[src/rtl/div_controller.sv]
// Moore-style control unit for an 8-bit restoring divider.
// It sequences an external 16-bit remainder register and an 8-bit divisor register.
module div_controller #(
    parameter int ITERS = 8
) (
    input  logic       clk,
    input  logic       reset,
    input  logic       start,
    input  logic       sign,
    output logic       load,
    output logic       add,
    output logic       shift,
    output logic       inbit,
    output logic [1:0] sel,
    output logic       busy,
    output logic       done
);

    typedef enum logic [2:0] {
        S_IDLE   = 3'd0,
        S_LOAD   = 3'd1,
        S_SHIFT0 = 3'd2,
        S_SUB    = 3'd3,
        S_TEST   = 3'd4,
        S_DONE   = 3'd5
    } state_t;

    localparam logic [2:0] LAST_ITER = 3'(ITERS - 1);

    localparam logic [1:0] SEL_ADDER = 2'b01;
    localparam logic [1:0] SEL_INIT  = 2'b10;
    localparam logic [1:0] SEL_HOLD  = 2'b11;

    state_t     state;
    state_t     state_nxt;
    logic [2:0] cnt;
    logic       sign_q;

    // NOTE: sequential state uses non-blocking assignments so every register
    // samples the pre-edge values, independent of process ordering.
    always_ff @(posedge clk or negedge reset) begin
        if (!reset) begin
            state <= S_IDLE;
        end else begin
            state <= state_nxt;
        end
    end

    always_ff @(posedge clk or negedge reset) begin
        if (!reset) begin
            cnt <= 3'd0;
        end else if (state == S_LOAD) begin
            cnt <= 3'd0;
        end else if (state == S_TEST) begin
            cnt <= cnt + 3'd1;
        end
    end

    // The adder sign is sampled while the subtraction is written back, so it
    // reflects remainder-high minus divisor before the subtract.
    always_ff @(posedge clk or negedge reset) begin
        if (!reset) begin
            sign_q <= 1'b0;
        end else if (state == S_SUB) begin
            sign_q <= sign;
        end
    end

    // NOTE: every output and the next state get a default before the case so
    // no path through the block leaves a variable unassigned (no latches).
    always_comb begin
        state_nxt = state;
        load      = 1'b0;
        add       = 1'b0;
        shift     = 1'b0;
        inbit     = 1'b0;
        sel       = SEL_HOLD;
        busy      = 1'b0;
        done      = 1'b0;

        case (state)
            S_IDLE: begin
                if (start) begin
                    state_nxt = S_LOAD;
                end
            end
            S_LOAD: begin
                load      = 1'b1;
                sel       = SEL_INIT;
                busy      = 1'b1;
                state_nxt = S_SHIFT0;
            end
            S_SHIFT0: begin
                shift     = 1'b1;
                busy      = 1'b1;
                state_nxt = S_SUB;
            end
            S_SUB: begin
                sel       = SEL_ADDER;
                busy      = 1'b1;
                state_nxt = S_TEST;
            end
            S_TEST: begin
                busy  = 1'b1;
                shift = 1'b1;
                if (sign_q) begin
                    // Negative trial: add the divisor back, quotient bit 0.
                    sel = SEL_ADDER;
                    add = 1'b1;
                end else begin
                    inbit = 1'b1;
                end
                state_nxt = (cnt == LAST_ITER) ? S_DONE : S_SUB;
            end
            S_DONE: begin
                busy      = 1'b1;
                done      = 1'b1;
                state_nxt = S_IDLE;
            end
            default: begin
                state_nxt = S_IDLE;
            end
        endcase
    end

endmodule

[config.mk]
export PLATFORM = sky130hd
export DESIGN_NAME = div_controller
export DESIGN_NICKNAME = d
export VERILOG_FILES = /design/src/rtl/div_controller.sv
export SDC_FILE = /design/constraint.sdc
export NUM_CORES = 1
export LEC_CHECK = 0
export ABC_AREA = 1
export CAP_MARGIN = 5
export CORE_AREA = 10 10 47 49
export CTS_CLUSTER_SIZE = 25
export DETAILED_ROUTE_END_ITERATION = 10
export DIE_AREA = 0 0 57 59
export SYNTH_ARGS = -nofsm -noshare
export SYNTH_HDL_FRONTEND = slang
export SYNTH_SLANG_ARGS = --single-unit
[constraint.sdc]
create_clock -name clk -period 1.56 [get_ports clk]
set_clock_uncertainty 0.2 [all_clocks]
set_input_delay 0.156 -clock clk [delete_from_list [all_inputs] [get_ports clk]]
set_output_delay 0.156 -clock clk [all_outputs]
set_load 0.01 [all_outputs]
==> results of run 1 <==
metal layers:
layer / vias up / track usage, % / share of wire, %
met5: - / 0 / 0
met4: 0 / 4.03 / 0.77
met3: 2 / 2.15 / 7.1
met2: 6 / 12.9 / 56
met1: 185 / 5.28 / 36
li1: 202 / - / -
cell type report:
class / count / area, um2 / area share [%]
Inverter: 10 / 37.5 / 5.98
Sequential cell: 7 / 178 / 28.3
Clock buffer: 4 / 26.3 / 4.18
Timing Repair Buffer: 22 / 178 / 28.3
Multi-Input combinational cell: 30 / 189 / 30.1
Tap cell: 16 / 20.0 / 3.19
placed cells by master (no fill, tap or decap):
master	instances
inv_1	7
nand2_2	1
dfrtp_1	5
nand3_2	2
nand3_1	6
nand2_1	10
buf_2	5
clkbuf_1	1
buf_6	4
nor2_2	1
ha_1	2
o21ai_1	2
nor2_4	1
clkdlybuf4s50_1	3
dfrtp_2	2
o21ai_0	2
nand3_4	1
clkbuf_4	3
dlygate4sd3_1	1
nand2_4	1
buf_4	9
nor2_1	1
inv_2	3
worst max-delay path, delay by kind of cell (launching register included):
kind          cells  cell delay (ps)
simple gates      3              290
buf+inv           3              280
flops             1              390
flip-flops by register name, indices dropped and copies added (netlist names):
signal / cells
state: 3
sign_q: 1
cnt: 3
what timing repair did:
action | CTS | global route
endpoints found under the hold margin | 7 | 0
endpoints found under the setup margin | 8 | 7
setup buffers | 2 | 0
pin swaps | 1 | 1
resized for setup | 36 | 6
hold buffers | 1 | 0
logic make-up (layout without fill, tap and decap cells):
kind of cell	count (synthesis)	in the layout	synth area share (%)
fa+ha+maj	2	2	6.39
flops	7	7	44.7
buf+inv	10	36	9.59
simple gates	24	24	34.2
compound gates	4	4	5.11
power by group through the flow:
stage               Clock, uW  Combinational (uW)  Sequential (uW)
floorplan                   0                 312              342
global route              180                 808              359
finish                    167                 722              342
detailed placement          0                 712              339
global placement            0                 703              336
CTS                       176                 690              340
worst max-delay path by stage:
stage             end  slack, ps  cells after the start
6_report       sel[1]         -5                      6
5_1_grt        sel[1]        -80                      6
4_1_cts        sel[1]        -10                      6
3_5_place_dp      add       -120                      4
3_3_place_gp     busy        -70                      4
2_1_floorplan  cnt[2]        320                      4
metrics by stage:
stage                     utilization (%)  worst slack (ps)  instances  total power (uW)  TNS [ps]
after floorplan                         -               322         47               655         0
after global placement               41.5             -70.8         82              1040      -391
after detailed placement             41.5              -117         82              1050      -509
after CTS                            43.6             -14.6         89              1210     -14.6
after global routing                 44.8             -76.2         89              1350      -222
final                                44.8             -4.71         89              1230     -4.71
==> impl_metrics.json, run 1 <==
{
  "hold_path.class": "in -> reg",
  "end_kind": "primary output",
  "core-area_um2": 1400,
  "fin_ws_ps": -4.71,
  "report.final.hold_viol_count": 0,
  "wl_per_cell_um": 11.7,
  "clk_path_buf_depth": 2,
  "dp_hpwl_um": 849,
  "p_sw_uw": 503,
  "syn_area_um2": 392,
  "synth-main-ff-cell": "dfrtp_1",
  "clkSinkCount": 7,
  "htreeDepth": 1,
  "clkPwrFrac_pct": 13.6,
  "crit_required_ps": 1200,
  "rows": 14,
  "status": "finished with violations",
  "drc": 0,
  "layout.nets": 80,
  "timing.rr.start": "state[0]",
  "netlist_top_cells_count": "11 x nand2_1, 8 x inv_1, 7 x dfrtp_1, 7 x nand3_1",
  "setup_viol": 1,
  "p_comb_share_pct": 58.6,
  "cts_tree": "built",
  "synthesis.nets": 53,
  "place_area_um2": 582,
  "start_util_pct": 27.9,
  "max_stage_delay_ps": 390,
  "syn_avg_cell_area_um2": 8.33,
  "criticalPathCategory": "reg -> out",
  "layout_min_cycle_time_ps": 1560,
  "worstPathArrival_ps": 1210,
  "area_growth_pct": 60.4,
  "report.final.slew_viol_count": 0,
  "final_area_um2": 628,
  "antenna_found_initial": 0,
  "swShare_pct": 40.9,
  "reg2regPathDepth": 6,
  "vias": 395,
  "ys_types": 13,
  "p_int_uw": 728,
  "rsz0062_at_grt": "true",
  "holdPathStages": 3,
  "synth-seq-area-share_pct": 44.7,
  "drive_above_1_share_pct": 45.2,
  "detail-route-antenna-nets": 0,
  "yosys_register_bits": 7,
  "p_seq_share_pct": 27.8,
  "synth_top_cell_area_share_pct": 44.7,
  "power.density_nw_per_um2": 1960,
  "cts_made_buffers": 3,
  "dieWidth_um": 57,
  "drt-pass1-iter-count": 2,
  "ys_top_cells_by_area": "dfrtp_1 45%, nand2_1 11%, nand3_1 8.9%",
  "slew_headroom_pct": 78.0,
  "crit_path_start": "state[0]",
  "drt_iter0_markers": 1,
  "r2r_setup_slack_ps": 230,
  "worst-path-max-fanout": 4,
  "nFillCells": 150,
  "gp_congestion": 0.711,
  "crit_top_cell": "buf_6",
  "synth-edff-count": 0,
  "worstHoldStart": "sign",
  "overflow": 0,
  "leakagePower_uw": 0.000356,
  "diodes": 0,
  "final.period_utilization_pct": 100,
  "ir_worst_vdd_mv": 0.731,
  "pin_count": 12,
  "vias_per_cell": 4.44,
  "tightest_slew_ps": 328,
  "ys_async_sr_fraction_pct": 100,
  "fp.dieH_um": 59,
  "grt_max_degree": 8,
  "first_global_vias": 430,
  "rr_endpoint": "cnt[1]",
  "holdWs_ps": 252,
  "min_to": "sign_q",
  "fmax_ghz": 0.639,
  "yosysWarnings": 0,
  "maxCapViolations": 0,
  "violations": "negative setup slack",
  "numPortBuffers": 11,
  "grt_pass1_wl_um": 1750,
  "path_clk_slew_ps": 60,
  "root_buffer": "clkbuf_4",
  "insertion_delay_ps": 250,
  "grt_usage_pct": 6.46,
  "drt-total-wl_um": 1040,
  "yosys.area.top_type": "dfrtp_1",
  "worstSetupStartpointType": "flop",
  "synthCells": 47,
  "floorplan.die_area_um2": 3360,
  "crit_chain": "buf_6 > nor2_4 > nand3_2 > nand2_1 > inv_1 > buf_6",
  "slowest_stage": "dfrtp_1",
  "synth_most_common_cell": "nand2_1"
}
Power figures use the tool's default switching activity.
==> run 2: changes to the inputs <==
==> constraint.sdc (replaced) <==
create_clock -name clk -period 1.56 [get_ports clk]
set_clock_uncertainty 0.2 [all_clocks]
set_input_delay 0.156 -clock clk [delete_from_list [all_inputs] [get_ports clk]]
set_output_delay 0.156 -clock clk [all_outputs]
set_load 0.05 [all_outputs]
==> impl_metrics.json, run 2 (synthesis results as in run 1) <==
{
  "slowest_stage": "dfrtp_2",
  "drt_iter0_markers": 5,
  "cts_made_buffers": 3,
  "drc": 0,
  "worstSetupStartpointType": "flop",
  "r2r_setup_slack_ps": 140,
  "mostFrequentLayoutCells": "9 x buf_12, 9 x buf_4, 8 x nand2_1, 5 x inv_1, 5 x nand3_1",
  "instances_no_fill": 89,
  "worst-path-max-fanout": 4,
  "dieWidth_um": 57,
  "status": "finished with violations",
  "max_stage_delay_ps": 430,
  "htreeDepth": 1,
  "fin_ws_ps": -16.2,
  "report.final.slew_viol_count": 0,
  "grt_max_degree": 8,
  "diodes": 0,
  "setup_viol": 3,
  "grt_usage_pct": 6.45,
  "path_clk_slew_ps": 50,
  "leakagePower_uw": 0.000392,
  "hold_path.class": "in -> reg",
  "floorplan.die_area_um2": 3360,
  "detail-route-antenna-nets": 0,
  "report.final.hold_viol_count": 0,
  "dp_slack_ps": 160,
  "rows": 14,
  "end_kind": "primary output",
  "power.density_nw_per_um2": 2460,
  "crit_chain": "nor2_4 > nand3_2 > inv_1 > buf_12",
  "fmax_ghz": 0.634,
  "gp_congestion": 0.728,
  "grt_pass1_wl_um": 1770,
  "clk_path_buf_depth": 2,
  "pin_count": 12,
  "wl_per_cell_um": 11.5,
  "core-area_um2": 1400,
  "clkSinkCount": 7,
  "crit_required_ps": 1200,
  "rsz0062_at_grt": "true",
  "maxCapViolations": 0,
  "root_buffer": "clkbuf_4",
  "drive_above_1_share_pct": 54.8,
  "overflow": 0,
  "cts_tree": "built",
  "first_global_vias": 453,
  "worstPathArrival_ps": 1220,
  "vias_per_cell": 4.55,
  "violations": "negative setup slack",
  "fp.dieH_um": 59,
  "insertion_delay_ps": 250,
  "tightest_slew_ps": 316,
  "antenna_found_initial": 0,
  "reg.largest.list": "cnt: 3 flops, state: 3 flops, sign_q: 1 flops",
  "vias": 405,
  "area_growth_pct": 97.1,
  "slew_headroom_pct": 78.8,
  "dp_cells": 74,
  "layout.nets": 80,
  "ir_worst_vdd_mv": 1.28,
  "final.period_utilization_pct": 101,
  "start_util_pct": 27.9,
  "numPortBuffers": 11,
  "criticalPathCategory": "reg -> out",
  "dp_hpwl_um": 692,
  "drt-total-wl_um": 1020,
  "drt-pass1-iter-count": 4,
  "layout_min_cycle_time_ps": 1580
}
==> run 2: cell counts in the layout (fill, tap and decap cells not counted) <==
Identical to the previous run, type by type.
==> run 2: layer usage <==
layer  wire, um  vias to the layer above  GRT usage (%)  share of wire, %
li1           -                      199              -                 -
met2        561                       12           11.9                55
met4         15                        0           4.03               1.5
met5          0                        -              0                 0
met1        348                      191           5.13                34
met3         99                        3           3.65               9.7
==> run 2: final cells by class <==
cell class                 count  area, um2
sequential                     7        179
inverter                      10       40.0
clock buffer                   4       26.3
fill                         128        629
timing repair buffer          22        288
multi-input combinational     30        219
tap                           16       20.0
==> run 2: worst paths after layout <==
path | startpoint | to | depth (start not counted)
setup / recovery | state[0] | add | 4
hold / removal | sign | sign_q | 3
setup reg to reg | state[0] | cnt[1] | 6
hold reg to reg | cnt[2] | cnt[2] | 2
max in group asynchronous | reset | state[1] | 2
min in group asynchronous | reset | cnt[1] | 2
==> run 2: what timing repair did <==
action                                  in CTS  in global routing
pin swaps                                    2                  5
gates cloned                                 0                  0
hold endpoints to repair                     7                  0
endpoints found under the setup margin       6                  7
hold buffers                                 1                  0
resized for setup                            7                  8
setup buffers                                7                  3
==> run 2: critical path: cells and delay by family (launching register included) <==
family,cells,cell delay (ps)
buf+inv,2,250
flops,1,430
simple gates,2,280
==> run 2: stage by stage <==
step / util, % / area (um2) / hold slack [ps] / setup TNS (ps) / total power [uW]
finish: 55.1 / 772 / 243 / -33.8 / 1900
detailed placement: 43.3 / 607 / 238 / 0 / 1430
CTS: 52.0 / 728 / 242 / -30.9 / 1790
floorplan: - / 397 / -340 / -47.1 / 944
global placement: 43.3 / 607 / 242 / 0 / 1420
global route: 55.1 / 772 / 266 / -288 / 2020
==> run 2: where the power goes <==
part / internal (uW) / switching (uW)
logic: 654 / 716
clock network: 97.6 / 66.7
registers: 264 / 102
==> run 3: changes to the inputs <==
--- a/config.mk
+++ b/config.mk
@@ -5,7 +5,6 @@
 export SDC_FILE = /design/constraint.sdc
 export NUM_CORES = 1
 export LEC_CHECK = 0
-export ABC_AREA = 1
 export CAP_MARGIN = 5
 export CORE_AREA = 10 10 47 49
 export CTS_CLUSTER_SIZE = 25
==> impl_metrics.json, run 3 <==
{
  "status": "finished with violations",
  "violations": "negative setup slack",
  "rsz0062_at_grt": "true",
  "wl_per_cell_um": 13.5,
  "drc": 0,
  "end_kind": "primary output",
  "worstPathArrival_ps": 1290,
  "yosysWarnings": 0,
  "antenna_found_initial": 0,
  "utilization_pct": 59.9,
  "layout_min_cycle_time_ps": 1640,
  "drt-pass1-iter-count": 5,
  "grt_pass1_wl_um": 1810,
  "diodes": 0,
  "clk_path_buf_depth": 2,
  "synth-edff-count": 0,
  "yosys_register_bits": 7,
  "synth-seq-area-share_pct": 37.5,
  "core-area_um2": 1400,
  "report.final.hold_viol_count": 0,
  "worstSetupStartpointType": "flop",
  "synth-main-ff-cell": "dfrtp_1",
  "reg.largest.list": "cnt: 3 flops, state: 3 flops, sign_q: 1 flops",
  "fmax_ghz": 0.609,
  "layout.nets": 73,
  "path_clk_slew_ps": 50,
  "worst-path-max-fanout": 4,
  "synthCells": 43,
  "first_global_vias": 422,
  "final.period_utilization_pct": 105,
  "vias": 411,
  "criticalPathCategory": "reg -> out",
  "netlist_top_cells_count": "7 x dfrtp_1, 4 x buf_4, 4 x nor3b_1",
  "ys_types": 22,
  "syn_area_um2": 467,
  "synth_most_common_cell": "dfrtp_1",
  "htreeDepth": 1,
  "ys_top_cells_by_area": "dfrtp_1 38%, buf_4 6.4%, nor3b_1 6.4%",
  "drive_above_1_share_pct": 57.6,
  "drt_iter0_markers": 1,
  "synthesis.nets": 49,
  "slew_headroom_pct": 78.1,
  "crit_required_ps": 1200,
  "vias_per_cell": 5.01,
  "grt_usage_pct": 6.60,
  "dp_hpwl_um": 766,
  "cts_made_buffers": 3,
  "grt_max_degree": 12,
  "ys_async_sr_fraction_pct": 100,
  "setup_tns_ps": -441,
  "area_growth_pct": 79.9,
  "overflow": 0,
  "hold_path.class": "reg -> reg",
  "setup_viol": 8,
  "root_buffer": "clkbuf_4",
  "insertion_delay_ps": 250,
  "syn_avg_cell_area_um2": 10.9,
  "yosys.area.top_type": "dfrtp_1",
  "report.final.slew_viol_count": 0,
  "rows": 14,
  "tightest_slew_ps": 327,
  "pin_count": 12,
  "fp.dieH_um": 59,
  "holdWs_ps": 322,
  "maxCapViolations": 0,
  "detail-route-antenna-nets": 0,
  "drt-total-wl_um": 1110,
  "start_util_pct": 33.3,
  "gp_congestion": 0.653,
  "cts_tree": "built",
  "numPortBuffers": 11,
  "clkSinkCount": 7,
  "mostFrequentLayoutCells": "7 x buf_12, 7 x buf_6, 5 x dfrtp_1, 5 x buf_4, 4 x nor3b_1",
  "fin_ws_ps": -82.1,
  "floorplan.die_area_um2": 3360,
  "dieWidth_um": 57,
  "synth_top_cell_area_share_pct": 37.5
}
[run 3: changes by cell type after synthesis, moves of 3 or more]
| cell | before | now |
|---|---|---|
| nand2_1 | 11 | 0 |
| nor3b_1 | 0 | 4 |
| buf_4 | 0 | 4 |
| a211o_1 | 0 | 3 |
| nand3_1 | 7 | 0 |
| inv_1 | 8 | 0 |
[run 3: through the flow]
step                setup slack, ps  std cells  area (um2)
floorplan                      -132         43         483
global placement               50.2         71         688
detailed placement             28.1         71         688
CTS                           -91.6         81         790
global route                   -133         82         840
finish                        -82.1         82         840
[run 3: critical path, cell delays in order, from the launching register on]
cell and delay (ps):
dfrtp_2 440, or3b_4 390, inv_2 80, buf_12 130
[run 3: area by class of cell]
class | instances | area (um2)
Tap cell | 16 | 20.0
Timing Repair Buffer | 23 | 297
Multi-Input combinational cell | 31 | 315
Clock buffer | 4 | 26.3
Fill cell | 117 | 562
Sequential cell | 7 | 178
Inverter | 1 | 3.75
[run 3: kinds of logic (layout without fill, tap and decap cells)]
group / after synthesis / after routing / share of synthesized area, %
buffers and inverters: 5 / 28 / 7.24
XOR/XNOR: 1 / 1 / 1.88
multiplexers: 1 / 1 / 3.22
flip-flops: 7 / 7 / 37.5
AND/OR/NAND/NOR: 17 / 17 / 29.2
AO/OA/AOI/OAI: 10 / 10 / 15.5
adder cells (fa/ha/maj): 2 / 2 / 5.36
[run 3: final timing paths]
kind	slack [ps]	to	cells past startpoint	from
worst max-delay path	-80	load	3	state[1]
worst min-delay path	320	cnt[1]	1	cnt[1]
worst max register to register	40	cnt[2]	4	cnt[0]
worst min register to register	320	cnt[1]	1	cnt[1]
max in group asynchronous	380	state[0]	2	reset
min in group asynchronous	520	cnt[0]	2	reset
[run 3: repair_timing]
| action | in CTS | in global routing |
|---|---|---|
| pin swaps | 4 | 4 |
| setup endpoints to repair | 8 | 11 |
| hold buffers | 1 | 0 |
| setup buffers | 5 | 1 |
| gates resized for setup | 5 | 12 |
| endpoints found under the hold margin | 7 | 0 |
[run 3: layer usage]
metal	global-route usage, %	vias up	part of all wire (%)
met1	6.61	198	38
met4	3.02	0	1.4
met5	0	-	0
li1	-	206	-
met2	11.9	5	56
met3	2.36	2	4.0
Power of run 3 is not shown: default switching activity piles up to over one toggle a cycle in this logic, so the estimate is an artifact.
